`src/rtl/fetch_unit.sv`:
```
// fetch_unit: single-outstanding instruction fetch with PC, retire counter and misalignment trap.
module fetch_unit #(
    parameter logic [31:0] RESET_PC = 32'h0000_0000
) (
    input  logic        clk,
    input  logic        rst,
    output logic        imem_req_valid,
    output logic [31:0] imem_req_addr,
    input  logic        imem_req_ready,
    input  logic        imem_resp_valid,
    input  logic [31:0] imem_resp_data,
    output logic        instr_valid,
    output logic [31:0] instr_out,
    output logic [31:0] instr_pc_out,
    input  logic        instr_ready,
    input  logic [31:0] pc_next_in,
    input  logic        halt_in,
    output logic        misaligned_out,
    output logic [31:0] retired_count_out
);
    typedef enum logic [2:0] {ISSUE, WAIT, VALID, IDLE, ERROR} state_t;
    state_t state, state_nx;
    logic [31:0] pc, instr, instr_pc, retired_count;
    logic misaligned, retire, bad_target;
    always_comb begin
        retire = state == VALID && instr_ready;
        bad_target = pc_next_in[1:0] != 2'b00;
        state_nx = state;
        unique case (state)
            ISSUE:   state_nx = imem_req_ready ? WAIT : ISSUE;
            WAIT:    state_nx = imem_resp_valid ? VALID : WAIT;
            VALID:   state_nx = !instr_ready ? VALID : bad_target ? ERROR : halt_in ? IDLE : ISSUE;
            IDLE:    state_nx = halt_in ? IDLE : ISSUE;
            default: state_nx = ERROR;
        endcase
    end
    always_ff @(posedge clk) begin
        if (rst) begin
            state <= ISSUE;
            pc <= RESET_PC;
            instr <= '0;
            instr_pc <= RESET_PC;
            misaligned <= 1'b0;
            retired_count <= '0;
        end else begin
            state <= state_nx;
            if (state == WAIT && imem_resp_valid) begin
                instr <= imem_resp_data;
                instr_pc <= pc;
            end
            if (retire) begin
                retired_count <= retired_count + 32'd1;
                if (bad_target) misaligned <= 1'b1;
                else pc <= pc_next_in;
            end
        end
    end
    assign imem_req_valid = state == ISSUE;
    assign imem_req_addr = pc;
    assign instr_valid = state == VALID;
    assign instr_out = instr;
    assign instr_pc_out = instr_pc;
    assign misaligned_out = misaligned;
    assign retired_count_out = retired_count;
endmodule
```
`config.mk`:
```
export PLATFORM = sky130hd
export DESIGN_NAME = fetch_unit
export DESIGN_NICKNAME = d
export VERILOG_FILES = /design/src/rtl/fetch_unit.sv
export SDC_FILE = /design/constraint.sdc
export NUM_CORES = 1
export LEC_CHECK = 0
export ABC_AREA = 1
export CORE_MARGIN = 2
export CORE_UTILIZATION = 40
export DETAILED_ROUTE_END_ITERATION = 6
export PLACE_DENSITY = 0.88
export SYNTH_ARGS = -nofsm -noshare
export SYNTH_HDL_FRONTEND = slang
export SYNTH_SLANG_ARGS = --single-unit
export TNS_END_PERCENT = 50
```
`constraint.sdc`:
```
create_clock -name clk -period 1.2 [get_ports clk]
set_input_delay 0.3 -clock clk [delete_from_list [all_inputs] [get_ports clk]]
set_output_delay 0.3 -clock clk [all_outputs]
set_load 0.02 [all_outputs]
```
# After elaboration in Yosys (flattened, before gate mapping)
# Cells that the tools add are included.
word_totals:
  regBits: 132
  in_bits: 70
  output_inout_bits: 131
  word_cells: 23
classes:
  n_addsub: 1
  eq_ne: 3
  n_mux: 6
  bitwise_logic: 1
  n_reduce_logical: 6
op_table:
  columns: ["operator", "n"]
  rows:
  - ["$add A32 B1 Y32 const B", 1]
  - ["$pmux W3 S4", 1]
  - ["$eq A3 B2 Y1 const B", 2]
  - ["$mux W3", 2]
  - ["$mux W2", 2]
  - ["$reduce_and A2 Y1", 2]
  - ["$eq A3 B1 Y1 const B", 1]
  - ["$logic_not A3 Y1", 1]
  - ["$logic_and A1 B1 Y1", 2]
  - ["$reduce_bool A2 Y1", 1]
  - ["$mux W1", 1]
  - ["$not A1 Y1", 1]

# Logic depth before layout (Yosys ltp)
# Gate-level depths: netlist of run 1.
depth:
  ltp_word: 4
  ltp_mapped: 9
  depth_no_buf: 9

# Least setup slack after synthesis of run 1
# Ideal clock, no wire load.
synth_path:
  path_kind: "register to register"
  start: "register retired_count[1], in the netlist retired_count_out[1]"
  end: "register retired_count[26], in the netlist retired_count_out[26]"
  setup_time_ns: 0.128
  arrival_ns: 1.365
  t_required_ns: 1.072
  path_slack_ns: -0.292
  stages_incl_launch_ff: 9
  path_buffers: 0
  period_less_slack_ns: 1.492
  path_cell_list: "dfxtp_1 > ha_1 > nand3_1 > inv_1 > nand3_1 > nor2_1 > nand4_1 > nand2_1 > nor2_1"
synth_between:
  elab_chain_len: 1
synth_rtl:
  columns: ["element", "line_no", "text"]
  rows:
  - ["start: declaration", "23", "logic [31:0] pc, instr, instr_pc, retired_count;"]
  - ["start signal: assignment", "52", "retired_count <= retired_count + 32'd1;"]
  - ["$add A32 B1 Y32", "52", null]
# Every way passes these cells.
# A chain may end at the register's enable or synchronous reset.

# Worst setup path after layout of run 1
layout_path:
  start: "register state[0]"
  end: "register pc[6], in the netlist imem_req_addr[6]"
layout_between:
  elab_chain_len: 3
layout_rtl:
  columns: ["element", "line_no", "text"]
  rows:
  - ["start: declaration", "22", "state_t state, state_nx;"]
  - ["start signal: assignment", "46", "state <= state_nx;"]
  - ["$eq A3 B2 Y1", "26", "retire = state == VALID && instr_ready;"]
  - ["$logic_and A1 B1 Y1", "26", null]
  - ["$reduce_and A2 Y1 (no line)", null, null]
  - ["end signal: assignment", "54", "else pc <= pc_next_in;"]
  - ["end: declaration", "23", null]
# Every way passes these cells.

==> flow_summary.toml, run 1 <==
[critical_path]
cpMaxStageDelayCell = "dfxtp_2"
cp_cell_sequence = "buf_6 > inv_4 > nand3_4 > nor2_4 > buf_12 > buf_4 > buf_8 > nand3_1 > a21oi_1"
cp_slowest_stage_delay_ns = 0.33
end_kind = "flop"
worst-path-max-fanout = 9
critPathArrivalTime_ns = 1.87
cp.required_ns = 1.54
critPathLaunchType = "flop"
path_class = "flop to flop"

[yosys]
netlist_area_mm2 = 0.00544
ys_types = 31
yosys-top-cells-area = "dfxtp_1 (49%), nand2_1 (16%), a21oi_1 (10%), nand3_1 (5.4%), inv_1 (4.2%)"
yosysTopAreaCellShare_pct = 48.6
ys.flop_type = "dfxtp_1"
avgSynthCellArea_um2 = 7.27
synth-edff-count = 0
synth_seq_cells = 132
syn_inst = 748
synth_most_common_cell = "nand2_1"
synth_warnings = 0
ys_async_sr_fraction_pct = 0
seq_area_frac_synth_pct = 48.6
synth_common_cells = "nand2_1 (231), dfxtp_1 (132), a21oi_1 (111)"
synth_nets = 819
yosys.area.top_type = "dfxtp_1"

[layout]
final_nets = 1125
fin_area_mm2 = 0.0109
final_layout_size_suffix_gt1_share_pct = 59.7
syn2layout_area_growth_pct = 101
diodes = 0

[power_and_ir_drop]
total_power_uw = 11300
intPower_uw = 8460
power_frac_comb_pct = 12.1
p_sw_share_pct = 24.9
peakVddDrop_uv = 793
p_sw_uw = 2800
p_per_area_mw_per_mm2 = 1030
seqPwrFrac_pct = 39.6
clockPowerShare_pct = 48.2
p_leak_uw = 0.00452

[sta]
holdWs_ns = 0.389
drv_slew = 0
slew_headroom_pct = 65.3
rsz0062_at_grt = "yes"
fin_crit_sh_pct = 127
fin_ws_ns = -0.325
layout_min_cycle_time_ns = 1.52
clock_skew_ns = 0.00945
finalHoldViolCount = 0
setup_viol = 219
fmax_mhz = 656
worst_pin_slew_ns = 0.520

[die]
dieWidth_um = 121
io-pin-count = 201
initial_core_util_pct = 41.1
die_y_um = 121
coreArea_mm2 = 0.0132
std_cell_rows = 42
die_area_mm2 = 0.0146

[global_route]
antenna_found_initial = 0
grt_pass1_wl_um = 29600
grt_max_degree = 54
grt_pass1_vias = 6200
overflow = 0
gr-usage-all-layers_pct = 25.7

[cts]
cts-root-buf = "clkbuf_16"
cts_hold_buffers = 0
cts_buffer_depth = 2
cts_sinks = 132
cts_made_buffers = 17
clk_pin_slew_ns = 0.06
cts_tree = "built"
clkLatencyLatePin_ns = 0.43
htreeDepth = 4

[placement]
gp_congestion = 0.904
hpwl_um = 12300
io_buffers = 200
placed_area_mm2 = 0.00833

[drt]
wl_um = 25300
wire_per_inst_um = 20.3
drt_iter0_drc = 710
drtPass1Iterations = 5
vias_per_cell = 5.47
antenna_left = 0
vias = 6805
remaining_drc_errors = 0

[run]
maxCapViolCount = 0

[min_path]
hp-class = "input port to flop"

[run_status]
status = "complete, but fails checks"
violations = "setup timing"
-- worst max-delay path, delay by kind of cell, from the launching register on --
| family | cells | cell delay, ns |
|---|---|---|
| AOI/OAI and AO/OA | 1 | 0.16 |
| and+or+nand+nor | 3 | 0.37 |
| buffers and inverters | 5 | 0.58 |
| DFF | 1 | 0.33 |
-- placed cells by master (no fill, tap or decap), types with 40 or more instances in the layout --
cell	Yosys	final
buf_4	6	90
nand2_4	1	73
inv_1	61	56
a21oi_2	0	71
clkdlybuf4s50_1	0	68
nor2_1	53	40
nand3_1	59	47
buf_6	5	135
a21oi_1	111	40
dfxtp_2	0	96
nand2_1	231	139
-- sequential cells by signal, indices dropped and copies added (netlist names) --
register,cells
instr_out,32
retired_count_out,32
instr_pc_out,32
misaligned_out,1
state,3
imem_req_addr,32
-- timing repair --
item	in CTS	in global routing
gates cloned	0	15
setup endpoints to repair	263	242
buffers inserted	9	11
pin swaps	17	86
resized for setup	886	340
-- logic make-up after synthesis --
logic type	after synthesis	share of synthesized area, %
xor+xnor	1	0.161
simple gates	380	30.2
fa+ha+maj	1	0.230
buf+inv	102	8.42
compound gates	132	12.4
flops	132	48.6
-- power by group through the flow --
stage / clock, uW / sequential (uW) / combinational (uW)
final: 5430 / 4460 / 1370
after global routing: 5680 / 4460 / 1410
after CTS: 5420 / 4450 / 894
after detailed placement: 0 / 4550 / 859
after global placement: 0 / 4550 / 851
after floorplan: 0 / 4620 / 290
-- layout make-up --
type                    instances  area (um2)
clock buffers                  21         460
clock inverters                11         149
fillers                       710        2310
inverters                      64         260
multi-input cells             514        3440
flip-flops and latches        132        2870
well taps                     176         220
repair buffers                324        3530
repair inverters                1        11.3
-- per-stage QoR --
stage	util, %	cells	TNS (ns)	setup WS (ns)
6_report	82.6	1243	-34.78	-0.325
4_1_cts	70.4	1217	-24.17	-0.290
5_1_grt	82.6	1243	-44.36	-0.400
3_3_place_gp	62.9	1176	-61.83	-0.500
3_5_place_dp	62.9	1176	-65.35	-0.572
2_1_floorplan	-	748	-0.778	-0.0660
-- metal layers --
metal  track usage (%)  part of all wire (%)  wire length (um)
met2              46.4                    51             12900
met1              27.5                    35              8930
met4              10.8                   5.6              1410
met5                 0                     0                 0
met3              7.92                   8.1              2060
-- worst paths after layout --
kind,slack (ns),startpoint,cells after the start,end
setup / recovery,-0.32,state[0],9,imem_req_addr[6]
hold / removal,0.39,rst,5,retired_count_out[29]
setup reg to reg,-0.32,state[0],9,imem_req_addr[6]
hold reg to reg,0.45,misaligned_out,2,misaligned_out
Power figures use the tool's default switching activity.
==> run 2: changes to the inputs <==
==> constraint.sdc (replaced) <==
create_clock -name clk -period 1.2 [get_ports clk]
set_input_delay 0.18 -clock clk [delete_from_list [all_inputs] [get_ports clk]]
set_output_delay 0.18 -clock clk [all_outputs]
set_load 0.02 [all_outputs]
==> run 2 against run 1 <==
  * The run still ends with setup timing left
  * Die area unchanged
  * Worst setup slack better by 0.032 ns
  * Sequential power about the same
  * Register-to-register slack better by 0.07 ns
  * Clock power down 12%
  * Worst hold slack worse by 0.25 ns
  * Sequential share of layout area up 4.4 points
  * Total power down 9.5%
  * Largest cell class is now registers
  * Highest routed layer unchanged
==> flow_summary.toml, run 2 (synthesis results as in run 1) <==
[sta]
fin_ws_ns = -0.293
drv_slew = 0
rsz0062_at_grt = "yes"
worst_pin_slew_ns = 0.303
finalHoldViolCount = 0
fin_crit_sh_pct = 124
slew_headroom_pct = 79.7
layout_min_cycle_time_ns = 1.49
fmax_mhz = 670
clock_skew_ns = 0.00658
setup_viol = 135

[layout]
final_cell_count_no_fill = 1225
diodes = 0
post-route-util_pct = 66.6
final_nets = 1108
fin_area_mm2 = 0.00882
n_fill_cell = 1075
mostFrequentLayoutCells = "nand2_1 (221), a21oi_1 (110), dfxtp_1 (105), buf_2 (101), buf_4 (84)"
final_common_cell = "nand2_1"
final_layout_size_suffix_gt1_share_pct = 34.6
syn2layout_area_growth_pct = 62.2

[die]
io-pin-count = 201
coreArea_mm2 = 0.0132
initial_core_util_pct = 41.1
die_area_mm2 = 0.0146
dieWidth_um = 121
std_cell_rows = 42
die_y_um = 121

[critical_path]
cp_slowest_stage_delay_ns = 0.33
critPathArrivalTime_ns = 1.31
worst-path-max-fanout = 3
r2r_cells = 10
r2r_setup_slack_ns = -0.25
path_class = "flop to output pin"
end_kind = "output pin"
r2r-end = "retired_count_out[3]"
r2r-start = "state[2]"
path_buf_inv = 5
cpMaxStageDelayCell = "dfxtp_2"
cp_cell_sequence = "buf_6 > inv_6 > nand3_4 > buf_4 > inv_2 > buf_6"
cp.required_ns = 1.02
worst_path_most_repeated_cell = "buf_6"
critPathLaunchType = "flop"
cp_top_family = "buffers and inverters"

[min_path]
holdPathStages = 3
hp-start = "rst"
min_to = "imem_req_addr[11]"
hp-class = "input port to flop"

[drt]
antenna_left = 0
remaining_drc_errors = 0
drtPass1Iterations = 5
wire_per_inst_um = 15.3
drt_iter0_drc = 470
vias_per_cell = 5.02
wl_um = 18800
vias = 6155

[power_and_ir_drop]
p_sw_uw = 2400
peakVddDrop_uv = 898
p_sw_share_pct = 23.5
power_frac_comb_pct = 9.1
p_per_area_mw_per_mm2 = 1150
p_leak_uw = 0.00382
total_power_uw = 10200
intPower_uw = 7790
clockPowerShare_pct = 47.1
seqPwrFrac_pct = 43.8

[global_route]
grt_pass1_wl_um = 29300
gr-usage-all-layers_pct = 25.3
grt_pass1_vias = 6026
overflow = 0
antenna_found_initial = 0
grt_max_degree = 46

[placement]
placed_area_mm2 = 0.00839
dpl.cell_count = 1182
hpwl_um = 12700
gp_congestion = 0.929
place_ws_ns = -0.440
io_buffers = 200

[cts]
cts_hold_buffers = 0
clkLatencyLatePin_ns = 0.42
cts_sinks = 132
cts_buffer_depth = 2
cts_tree = "built"
clk_pin_slew_ns = 0.06
cts_made_buffers = 17
cts-root-buf = "clkbuf_16"
htreeDepth = 4

[run]
maxCapViolCount = 0

[run_status]
violations = "setup timing"
status = "complete, but fails checks"
## run 2: cell count changes in the layout (fill, tap and decap cells not counted), sizes merged
cell	before	now
buf	245	224
bufinv	3	0
clkbuf	32	22
clkdlybuf4s15	0	16
clkinv	5	8
inv	67	64
## run 2: cell type report
type	count	area [um2]	area share, %
flip-flops and latches	132	2700	30.6
multi-input cells	514	2570	29.2
repair buffers	308	2530	28.7
clock buffers	22	497	5.63
well taps	176	220	2.50
clock inverters	9	51.3	0.581
inverters	64	253	2.86
## run 2: worst max path at each step
| stage | slack (ns) | depth (start not counted) | startpoint | end |
|---|---|---|---|---|
| detailed placement | -0.44 | 10 | instr_ready | retired_count_out[25] |
| finish | -0.29 | 6 | state[2] | instr_valid |
| global route | -0.34 | 7 | retired_count_out[13] | retired_count_out[27] |
| global placement | -0.40 | 10 | instr_ready | retired_count_out[25] |
| floorplan | -0.07 | 9 | retired_count_out[1] | retired_count_out[14] |
| CTS | -0.24 | 10 | state[2] | retired_count_out[22] |
## run 2: layer usage
metal | GRT usage [%] | wire, um
met4 | 9.52 | 403
met3 | 6.56 | 1380
met5 | 0 | 0
met1 | 28.9 | 7400
met2 | 45.1 | 9590
## run 2: power by group through the flow
| stage | clock network [uW] | registers (uW) | logic [uW] |
|---|---|---|---|
| after floorplan | 0 | 4620 | 290 |
| after global placement | 0 | 4550 | 884 |
| after detailed placement | 0 | 4550 | 894 |
| after CTS | 4870 | 4460 | 904 |
| after global routing | 5080 | 4460 | 987 |
| final | 4800 | 4460 | 927 |
## run 2: tightest hold or removal path, stage by stage
cell and delay (ns):
buf_4 0.10, buf_12 0.17, a21oi_1 0.05
## run 2: through the flow
stage               TNS, ns  hold slack, ns
finish               -21.37           0.137
global placement     -40.57           0.441
global route         -33.31           0.138
CTS                  -20.40           0.118
floorplan            -0.778           0.323
detailed placement   -42.63           0.453
## run 2: timing repair
| action | in CTS | in global routing |
|---|---|---|
| resized for setup | 585 | 40 |
| endpoints found under the setup margin | 263 | 166 |
| pin swaps | 28 | 25 |
| gates cloned | 0 | 0 |
| buffers inserted | 9 | 4 |
